$ cat config.mk
export PLATFORM = sky130hd
export DESIGN_NAME = hu_rr_arbiter
export DESIGN_NICKNAME = d
export VERILOG_FILES = /design/src/rtl/hu_rr_arbiter_pkg.sv /design/src/rtl/hu_rr_pick.sv /design/src/rtl/hu_rr_arbiter.sv
export SDC_FILE = /design/constraint.sdc
export NUM_CORES = 1
export LEC_CHECK = 0
export BUFFER_PORTS_ARGS = -buffer_cell sky130_fd_sc_hd__buf_2
export CELL_PAD_IN_SITES_DETAIL_PLACEMENT = 1
export CELL_PAD_IN_SITES_GLOBAL_PLACEMENT = 1
export CORE_MARGIN = 2
export CORE_UTILIZATION = 25
export CTS_BUF_LIST = sky130_fd_sc_hd__clkbuf_2 sky130_fd_sc_hd__clkbuf_4 sky130_fd_sc_hd__clkbuf_8
export CTS_CLUSTER_SIZE = 12
export DETAILED_ROUTE_END_ITERATION = 16
export PLACE_DENSITY_LB_ADDON = 0.3
export SLEW_MARGIN = 40
export SYNTH_ARGS = -nofsm -noshare
export SYNTH_HDL_FRONTEND = slang
export SYNTH_SLANG_ARGS = --single-unit
$ cat constraint.sdc
create_clock -name clk -period 3.68 [get_ports clk]
set_input_delay 0.92 -clock clk [delete_from_list [all_inputs] [get_ports clk]]
set_output_delay 0.92 -clock clk [all_outputs]
set_load 0.03 [all_outputs]
$ cat src/rtl/hu_rr_arbiter_pkg.sv
// Shared constants and helpers for the round-robin arbiter family.
package hu_rr_arbiter_pkg;

    // Largest requester count this arbiter family is meant to serve.
    localparam int MaxWidth = 32;

    // Width of a binary index into a vector of n entries, never below one bit.
    function automatic int clogMin1(input int n);
        return (n > 1) ? $clog2(n) : 1;
    endfunction

endpackage

$ cat src/rtl/hu_rr_pick.sv
// Combinational rotating-priority picker.
// Finds the first set request at or after ptr_i, wrapping around.
// It returns that request as a one-hot vector, a binary index and an any-flag.
module hu_rr_pick
    import hu_rr_arbiter_pkg::*;
#(
    parameter int width = 4,
    parameter int idx_w = clogMin1(width)
) (
    input  logic [width-1:0] req_i,
    input  logic [idx_w-1:0] ptr_i,
    output logic [width-1:0] onehot_o,
    output logic [idx_w-1:0] idx_o,
    output logic             any_o
);

    logic [2*width-1:0] doubled;
    logic               found;
    int                 hitPos;
    int                 hitIdx;

    // Duplicate the request vector and ignore entries below ptr_i.
    // The lowest surviving bit is then the winner in wrapped priority order.
    always_comb begin
        doubled = {req_i, req_i};
        found   = 1'b0;
        hitPos  = 0;
        for (int i = 2*width-1; i >= 0; i--) begin
            if (doubled[i] && (i >= int'(ptr_i))) begin
                hitPos = i;
                found  = 1'b1;
            end
        end
        hitIdx   = (hitPos >= width) ? (hitPos - width) : hitPos;
        idx_o    = idx_w'(hitIdx);
        any_o    = found;
        onehot_o = found ? (width'(1) << idx_o) : '0;
    end

endmodule

$ cat src/rtl/hu_rr_arbiter.sv
// Registered round-robin arbiter.
// The grant is one-hot and is held until the downstream consumer accepts it.
// The source just served drops to lowest priority for the next pick.
module hu_rr_arbiter
    import hu_rr_arbiter_pkg::*;
#(
    parameter int width = 4,
    // Derived from width; leave at its default.
    parameter int idx_w = clogMin1(width)
) (
    input  logic             clk,
    input  logic             rst,
    input  logic [width-1:0] req,
    input  logic             ready,
    output logic [width-1:0] grant,
    output logic [idx_w-1:0] grant_idx,
    output logic             valid,
    output logic             xfer
);

    logic [width-1:0] grant_q, grant_d;
    logic [idx_w-1:0] idx_q, idx_d;
    logic [idx_w-1:0] ptr_q, ptr_d;
    logic [idx_w-1:0] advPtr;
    logic [idx_w-1:0] pickPtr;
    logic [width-1:0] pickOneHot;
    logic [idx_w-1:0] pickIdx;
    logic             pickAny;
    logic             busy;

    // Compute the priority pointer that follows the currently granted source, wrapping at width.
    always_comb begin
        busy    = |grant_q;
        advPtr  = (idx_q == idx_w'(width-1)) ? '0 : (idx_q + idx_w'(1));
        pickPtr = busy ? advPtr : ptr_q;
    end

    hu_rr_pick #(
        .width (width),
        .idx_w (idx_w)
    ) u_pick (
        .req_i    (req),
        .ptr_i    (pickPtr),
        .onehot_o (pickOneHot),
        .idx_o    (pickIdx),
        .any_o    (pickAny)
    );

    // Hold the grant while busy and not accepted.
    // When idle or on a completed transfer, take a fresh pick in the same cycle.
    always_comb begin
        grant_d = grant_q;
        idx_d   = idx_q;
        ptr_d   = ptr_q;
        if (!busy || ready) begin
            grant_d = pickOneHot;
            idx_d   = pickAny ? pickIdx : '0;
            ptr_d   = busy ? advPtr : ptr_q;
        end
    end

    // Register grant, encoded index and priority pointer; reset dominates.
    always_ff @(posedge clk) begin
        if (rst) begin
            grant_q <= '0;
            idx_q   <= '0;
            ptr_q   <= '0;
        end else begin
            grant_q <= grant_d;
            idx_q   <= idx_d;
            ptr_q   <= ptr_d;
        end
    end

    assign grant     = grant_q;
    assign grant_idx = idx_q;
    assign valid     = busy;
    assign xfer      = busy & ready;

endmodule

---- Word level (Yosys, flattened, before mapping) ----
Cells that the tools add are included.
storage, ports and cells
  flip-flop bits (word level) ............. 8
  logic and storage cells ................. 37
cells by class
  $add $sub $neg .......................... 2
  $lt $le $gt $ge ......................... 4
  eq/ne operators ......................... 1
  shift operators ......................... 1
  muxes and demuxes ....................... 19
  bitwise gates (word level) .............. 1
  reduce and logical (&&, ||, !) cells .... 6
operator list
  operator                                                            number
  2-to-1 mux 32 bit                                                   6
  greater-or-equal comparator 32 x 4 -> 1 bit, second input constant  1
  2-to-1 mux 2 bit                                                    4
  2-to-1 mux 1 bit                                                    7
  greater-or-equal comparator 1 x 2 -> 1 bit, first input constant    2
  2-to-1 mux 4 bit                                                    1
  OR reduction 4 bit                                                  1
  left shift 1 x 2 -> 4 bit, first input constant                     1
  logical AND 1 bit                                                   3
  2-to-1 mux 3 bit                                                    1
  adder 2 x 1 -> 2 bit, second input constant                         1
  equality test 2 bit, second input constant                          1
  greater-or-equal comparator 2 bit, first input constant             1
  subtractor 2 x 1 -> 2 bit, second input constant                    1
  bitwise AND 1 bit                                                   1
  zero test 1 bit                                                     1
  logical OR 1 bit                                                    1

---- Logic depth before layout (Yosys ltp) ----
Gate-level depths: netlist of run 1.
  depth in word-level cells ............... 12
  mapped depth ............................ 6
  mapped depth without buffers ............ 6

---- By module ----
From an unflattened synthesis of run 1, not the netlist that was laid out.
unflattened totals
  cells, all modules ...................... 74
  area, all modules ....................... 614.3 um2
modules (own cells, without submodules)
  module         times used  cells an instance  area an instance (um2)  sequential area each (um2)
  hu_rr_arbiter  1           41                 409.1                   160.2
  hu_rr_pick     1           33                 205.2                   0.0

---- Worst setup path after synthesis of run 1 ----
OpenSTA, ideal clock, no wires.
  path type ............................... register to output
  from .................................... reg grant_q[1], in the netlist grant[1]
  to ...................................... out xfer
  arrival time ............................ 1394 ps
  required time ........................... 2760 ps
  setup slack ............................. 1366 ps
  stages on the path, launching flop included .. 5
  buffers on the path ..................... 1
  cells stage by stage .................... dfxtp_1 > or4_4 > buf_6 > nand2_1 > inv_1
on the way
  cells in the longest elaborated chain, start to end .. 2
ends and longest elaborated chain
  what                    line                 text
  start, declared         hu_rr_arbiter.sv:21  logic [width-1:0] grant_q, grant_d;
  start signal, assigned  hu_rr_arbiter.sv:69  grant_q <= grant_d;
  OR reduction 4 bit      hu_rr_arbiter.sv:33  busy = |grant_q;
  via valid               hu_rr_arbiter.sv:17  output logic valid,
  bitwise AND 1 bit       hu_rr_arbiter.sv:78  assign xfer = busy & ready;
  end, declared           hu_rr_arbiter.sv:18  output logic xfer
The timed path passes the listed nets, and every way through them passes these cells.

---- Final worst setup path of run 1 ----
  from .................................... reg grant_q[1], in the netlist grant[1]
  to ...................................... out xfer
on the way
  cells in the longest elaborated chain, start to end .. 2
ends and longest elaborated chain
  what                line
  OR reduction 4 bit  hu_rr_arbiter.sv:33
  bitwise AND 1 bit   hu_rr_arbiter.sv:78
Every way passes these cells.

==> results of run 1 <==
## worst max-delay path: stages (launching register included)
cell and delay (ns):
dfxtp_1 0.32, or4_4 0.62, nand2_1 0.17, inv_1 0.07, buf_2 0.18
## layout make-up
cell class	count	area, µm²
clock buffer	3	22.5
fill	256	1310
inverter	4	15.0
multi-input combinational	42	313
sequential	8	160
tap	27	33.8
timing repair buffer	14	70.1
## through the flow
stage	hold WS (ns)	setup slack (ns)	instances
2_1_floorplan	0.469	1.37	56
5_1_grt	0.531	1.06	98
3_3_place_gp	0.486	1.33	95
3_5_place_dp	0.497	1.32	95
6_report	0.499	1.15	98
4_1_cts	0.505	1.14	98
## final timing paths
kind,slack (ns),end,start,cells past startpoint
hold / removal,0.50,grant[3]$_SDFFE_PP0P_,grant[3]$_SDFFE_PP0P_,2
setup / recovery,1.15,xfer,grant[1]$_SDFFE_PP0P_,4
hold reg to reg,0.50,grant[3]$_SDFFE_PP0P_,grant[3]$_SDFFE_PP0P_,2
setup reg to reg,1.51,grant[1]$_SDFFE_PP0P_,grant_idx[0]$_SDFFE_PP0P_,6
## cells by family after synthesis
family,Yosys count
AO/OA/AOI/OAI,15
adder cells (fa/ha/maj),1
buffers and inverters,6
flip-flops,8
multiplexers,4
AND/OR/NAND/NOR,22
## power by group
| part | internal, mW | switching, mW | total (mW) |
|---|---|---|---|
| Sequential | 0.121 | 0.0286 | 0.149 |
| Combinational | 0.175 | 0.252 | 0.427 |
| Clock | 0.0375 | 0.0323 | 0.0698 |
| Total | 0.334 | 0.313 | 0.647 |
## sequential cells by signal (all words and copies together) (netlist names)
| register | cells |
|---|---|
| grant | 4 |
| grant_idx | 2 |
| ptr_q | 2 |
## placed cells by master (no fill, tap or decap), types with 2 or more instances in the layout
| cell type | n |
|---|---|
| a21oi_1 | 3 |
| a22o_1 | 2 |
| a22oi_1 | 2 |
| buf_2 | 14 |
| clkbuf_4 | 3 |
| dfxtp_1 | 8 |
| inv_1 | 4 |
| mux2i_1 | 2 |
| nand2_1 | 4 |
| nor2_1 | 7 |
| nor2b_1 | 3 |
| o32ai_1 | 2 |
## layer usage
metal	part of all wire, %	GRT usage (%)	vias up
met2	53	21.2	10
met1	41	12.2	219
li1	-	-	239
met3	4.8	4.91	2
met4	0.75	2.86	0
met5	0	0	-
==> metrics.md, run 1 <==
| Metric | Value |
|---|---|
| Mux share of post-synthesis cell area | `under 10%` |
| Avg Cell Area, Syn | `8.98 µm²` |
| DIE AREA | `2390 µm²` |
| Synthesized flop and latch total | `8` |
| Iter 0 DRT Violations | `3` |
| Setup Viol. Count Final | `0` |
| Setup TNS | `0 ns` |
| Skew final | `0.00772 ns` |
| WL per Instance | `approximately 12 µm` |
| Synth top area share | `between 30% and 40%` |
| Synth Area in Compound Gates | `roughly 27%` |
| Die Ht | `slightly below 50 µm` |
| IO Port Bufs | `14` |
| Count leader, synth | `dfxtp_1` |
| Largest family of logic cells by synthesized area | `compound AO/OA/AOI/OAI gates` |
| Post-route ant nets | `0` |
| GP Congestion | `approximately 0.65` |
| Run status | `completed` |
| RSZ-0062 raised after global routing | `no` |
| Post-DP Area | `592 µm²` |
| # IOs | `15` |
| H-tree depth | `1` |
| GR Overflow Total | `0` |
| Fin nets | `81` |
| Clk slew on worst S/H paths | `approximately 0.050 ns` |
| Setup CP Type | `flop to output pin` |
| Vias/cell | `approximately 4.8` |
| Row cnt | `16` |
| Top cells by area, synth | `dfxtp_1, nor2_1, mux2i_1` |
| Post-synth top cells | `dfxtp_1, nor2_1, inv_1, nand2_1` |
| Tightest Pin Transition | `roughly 0.62 ns` |
| Largest net degree at the start of global routing | `10` |
| Layout cells sized above 1 | `a little over a third` |
| Dominant cell type by area after synthesis | `dfxtp_1` |
| Initial Util | `between 20% and 30%` |
| Area Growth Syn to Fin | `22.1%` |
| Hold Crit Class | `flop to flop` |
| Startpoint types | `flop` |
| Worst-case vdd ir drop | `0.000277 V` |
| First-pass GRT wire length | `2130 µm` |
| Pleak | `0.272 nW` |
| CTS buffer count | `3` |
| # diodes | `0` |
| Power per cell area | `approximately 1100 nW/µm²` |
| EDFF count, synth | `0` |
| Number of remaining DRC errors | `0` |
| Util after Layout | `about a third` |
| Synth cell types | `29` |
| Final Hold Fails | `0` |
| CP max FO | `8` |
| Req. time, crit path | `roughly 2.8 ns` |
| Period utilization | `slightly below 70%` |
| Design area | `614 µm²` |
| Critical path arrival | `1.61 ns` |
| Setup bufs post-CTS | `0` |
| YS warnings | `0` |
| Clock Tree Root | `clkbuf_4` |
| Hold bufs inserted after CTS | `0` |
| Chip width | `slightly below 50 µm` |
| Clock Path Buffers | `2` |
| CTS tree | `yes` |
| Post-Syn Instances | `56` |
| Sinks on Clock Net | `8` |
| Max Cap Viol | `0` |
| Via Count | `470` |
| Gr usage total | `around an eighth` |
| Post-cts repair resize count | `0` |
| DR pass1 iterations | `4` |
| Initial antenna violation count | `0` |
| CP endpoint kind | `output pin` |
| Simple-Gate Fraction of Synth Area | `between 20% and 30%` |
| Detailed placement HPWL | `around 1000 µm` |
| Vias in the first global route | `492` |
| XOR/XNOR share of the synthesized area | `0%` |
| Relative slew slack | `~58%` |
| Core area | `about 1900 µm²` |
| Final worst path period need | `around 2.5 ns` |
| PnR Total Power | `around 650 µW` |
| Fin. max-slew vios | `0` |
| Skew-Pair Late Insertion Delay | `0.26 ns` |
| Register area share after synthesis | `31.8%` |
| Max Clock Freq | `roughly 0.40 GHz` |
| Post-Synth Adder-Cell Area | `2.49%` |
| Mapped cell area | `between 500 and 600 µm²` |
| FFs w/ async S/R, synth | `0%` |
| Syn_nets | `64` |
| Total length of routed wires | `about 1200 µm` |
| Synth Flop Type | `dfxtp_1` |
Power figures use the tool's default switching activity.
==> run 2: changes to the inputs <==
==> constraint.sdc (replaced) <==
create_clock -name clk -period 2.5 [get_ports clk]
set_input_delay 0.625 -clock clk [delete_from_list [all_inputs] [get_ports clk]]
set_output_delay 0.625 -clock clk [all_outputs]
set_load 0.03 [all_outputs]
==> run 2 against run 1 <==
Net effect:
- clock-buffer cell count unchanged
- highest routed layer is now met3
- critical path depth stayed put
- combinational power up 48%
- sequential power up 46%
- critical endpoint unchanged
==> metrics.md, run 2 (synthesis gave the netlist of run 1 again) <==
| Metric | Value |
|---|---|
| Run status | `completed` |
| Fin nets | `81 (unchanged)` |
| Row cnt | `16 (unchanged)` |
| Clock Path Buffers | `2 (unchanged)` |
| PnR Total Power | `949 µW (+47%)` |
| Final Hold Fails | `0 (unchanged)` |
| Core area | `1920 µm² (unchanged)` |
| Buffers & Inverters on Critical Path | `2 (unchanged)` |
| CTS tree | `yes` |
| Die Ht | `48.9 µm (unchanged)` |
| GR Overflow Total | `0 (unchanged)` |
| Dpl cells | `95 (unchanged)` |
| Layout cells sized above 1 | `35.2% (unchanged)` |
| Max FFs per register | `4 (unchanged)` |
| Initial antenna violation count | `0 (unchanged)` |
| Clk slew on worst S/H paths | `0.05 ns (about the same)` |
| Register area | `160 µm² (unchanged)` |
| Clock Tree Root | `clkbuf_4` |
| Family with the most delay on the worst path | `simple AND/OR/NAND/NOR gates` |
| Period utilization | `~89%` |
| Total length of routed wires | `1190 µm (about the same)` |
| Skew-Pair Late Insertion Delay | `0.26 ns (about the same)` |
| DIE AREA | `2390 µm² (unchanged)` |
| Iter 0 DRT Violations | `1 (-2)` |
| Number of remaining DRC errors | `0 (unchanged)` |
| RSZ-0062 raised after global routing | `no` |
| Vias/cell | `4.76 (-0.85%)` |
| Largest net degree at the start of global routing | `10 (unchanged)` |
| Post-route ant nets | `0 (unchanged)` |
| Hold slack | `0.487 ns (-0.0115 ns)` |
| Post-cts repair resize count | `0 (unchanged)` |
| Via Count | `466 (-0.85%)` |
| Setup bufs post-CTS | `0 (unchanged)` |
| Max Cap Viol | `0 (unchanged)` |
| Final WS setup | `0.286 ns (-0.868 ns)` |
| Pleak | `0.272 nW (unchanged)` |
| Relative slew slack | `58.8% (+0.74 points)` |
| Reg2reg setup slack | `0.29 ns (-1.22 ns)` |
| Tightest Pin Transition | `0.612 ns (-0.0110 ns)` |
| DR pass1 iterations | `2 (-2)` |
| Startpoint types | `flop` |
| # diodes | `0 (unchanged)` |
| Power per cell area | `1540 nW/µm² (+47%)` |
| Hold bufs inserted after CTS | `0 (unchanged)` |
| Chip width | `48.9 µm (unchanged)` |
| H-tree depth | `1 (unchanged)` |
| Worst-case vdd ir drop | `0.000473 V (+71%)` |
| Non-Filler Instances | `98 (unchanged)` |
| Final worst path period need | `between 2 and 2.5 ns` |
| CP endpoint kind | `output pin` |
| Skew final | `0.00852 ns (+0.000804 ns)` |
| Fin. max-slew vios | `0 (unchanged)` |
| CP cell instances | `or4_4, nand2_1, inv_1, buf_2` |
| GP Congestion | `0.684 (+4.7%)` |
| # IOs | `15 (unchanged)` |
| CP max FO | `8 (unchanged)` |
| Critical path arrival | `1.59 ns (-0.02 ns)` |
| Req. time, crit path | `1.88 ns (-0.88 ns)` |
| Max Clock Freq | `~0.45 GHz` |
| Gr usage total | `11.6% (unchanged)` |
| Critical-path top delay cell | `or4_4` |
| Setup CP Type | `flop to output pin` |
| First-pass GRT wire length | `2120 µm (-0.33%)` |
| Setup Viol. Count Final | `0 (unchanged)` |
| Most common cell after layout, fill and taps aside | `buf_2` |
| Largest stage delay, worst path | `0.61 ns (about the same)` |
| Most frequent cells in the layout | `buf_2, dfxtp_1, nor2_1` |
| Pre-CTS WS | `0.265 ns (-1.05 ns)` |
| Setup TNS | `0 ns (unchanged)` |
| IO Port Bufs | `14 (unchanged)` |
| Detailed placement HPWL | `994 µm (+2.2%)` |
| WL per Instance | `12.2 µm (about the same)` |
| Sinks on Clock Net | `8 (unchanged)` |
| CTS buffer count | `3 (unchanged)` |
| Area Growth Syn to Fin | `22.1% (unchanged)` |
| Multi-input logic area | `313 µm² (unchanged)` |
| Fill cells | `248 (-3.1%)` |
| Vias in the first global route | `485 (-1.4%)` |
| Initial Util | `26.2% (unchanged)` |
| Hold Crit Class | `flop to flop` |
[run 2: per-stage QoR]
| stage | instance area [µm²] | util, % |
|---|---|---|
| 4_1_cts | 614 | 32.0 |
| 2_1_floorplan | 503 | - |
| 3_5_place_dp | 592 | 30.8 |
| 6_report | 614 | 32.0 |
| 5_1_grt | 614 | 32.0 |
| 3_3_place_gp | 592 | 30.8 |
[run 2: report_power, final]
group / internal, mW / switching, mW
Clock: 0.0550 / 0.0455
Combinational: 0.258 / 0.372
Sequential: 0.178 / 0.0404
[run 2: cell type report]
cell class	instances	share of cell area, %
timing repair buffer	14	11.4
tap	27	5.50
clock buffer	3	3.67
inverter	4	2.44
sequential	8	26.1
multi-input combinational	42	50.9
[run 2: tightest hold or removal path, delay by kind of cell (launching register included)]
family	cells	cell delay, ns
flops	1	0.31
compound gates	1	0.07
buf+inv	1	0.05
[run 2: path summary, 6_finish.rpt]
path | start | end | cells past startpoint
setup / recovery | grant[1]$_SDFFE_PP0P_ | xfer | 4
hold / removal | grant[2]$_SDFFE_PP0P_ | grant[2]$_SDFFE_PP0P_ | 2
setup reg to reg | grant_idx[0]$_SDFFE_PP0P_ | grant[1]$_SDFFE_PP0P_ | 6
hold reg to reg | grant[2]$_SDFFE_PP0P_ | grant[2]$_SDFFE_PP0P_ | 2
[run 2: metal layers]
layer	vias up	global-route usage, %	wire length, µm
li1	238	-	-
met3	0	4.91	50
met4	0	4.29	0
met5	-	0	0
met2	10	20.5	636
met1	218	12.2	507
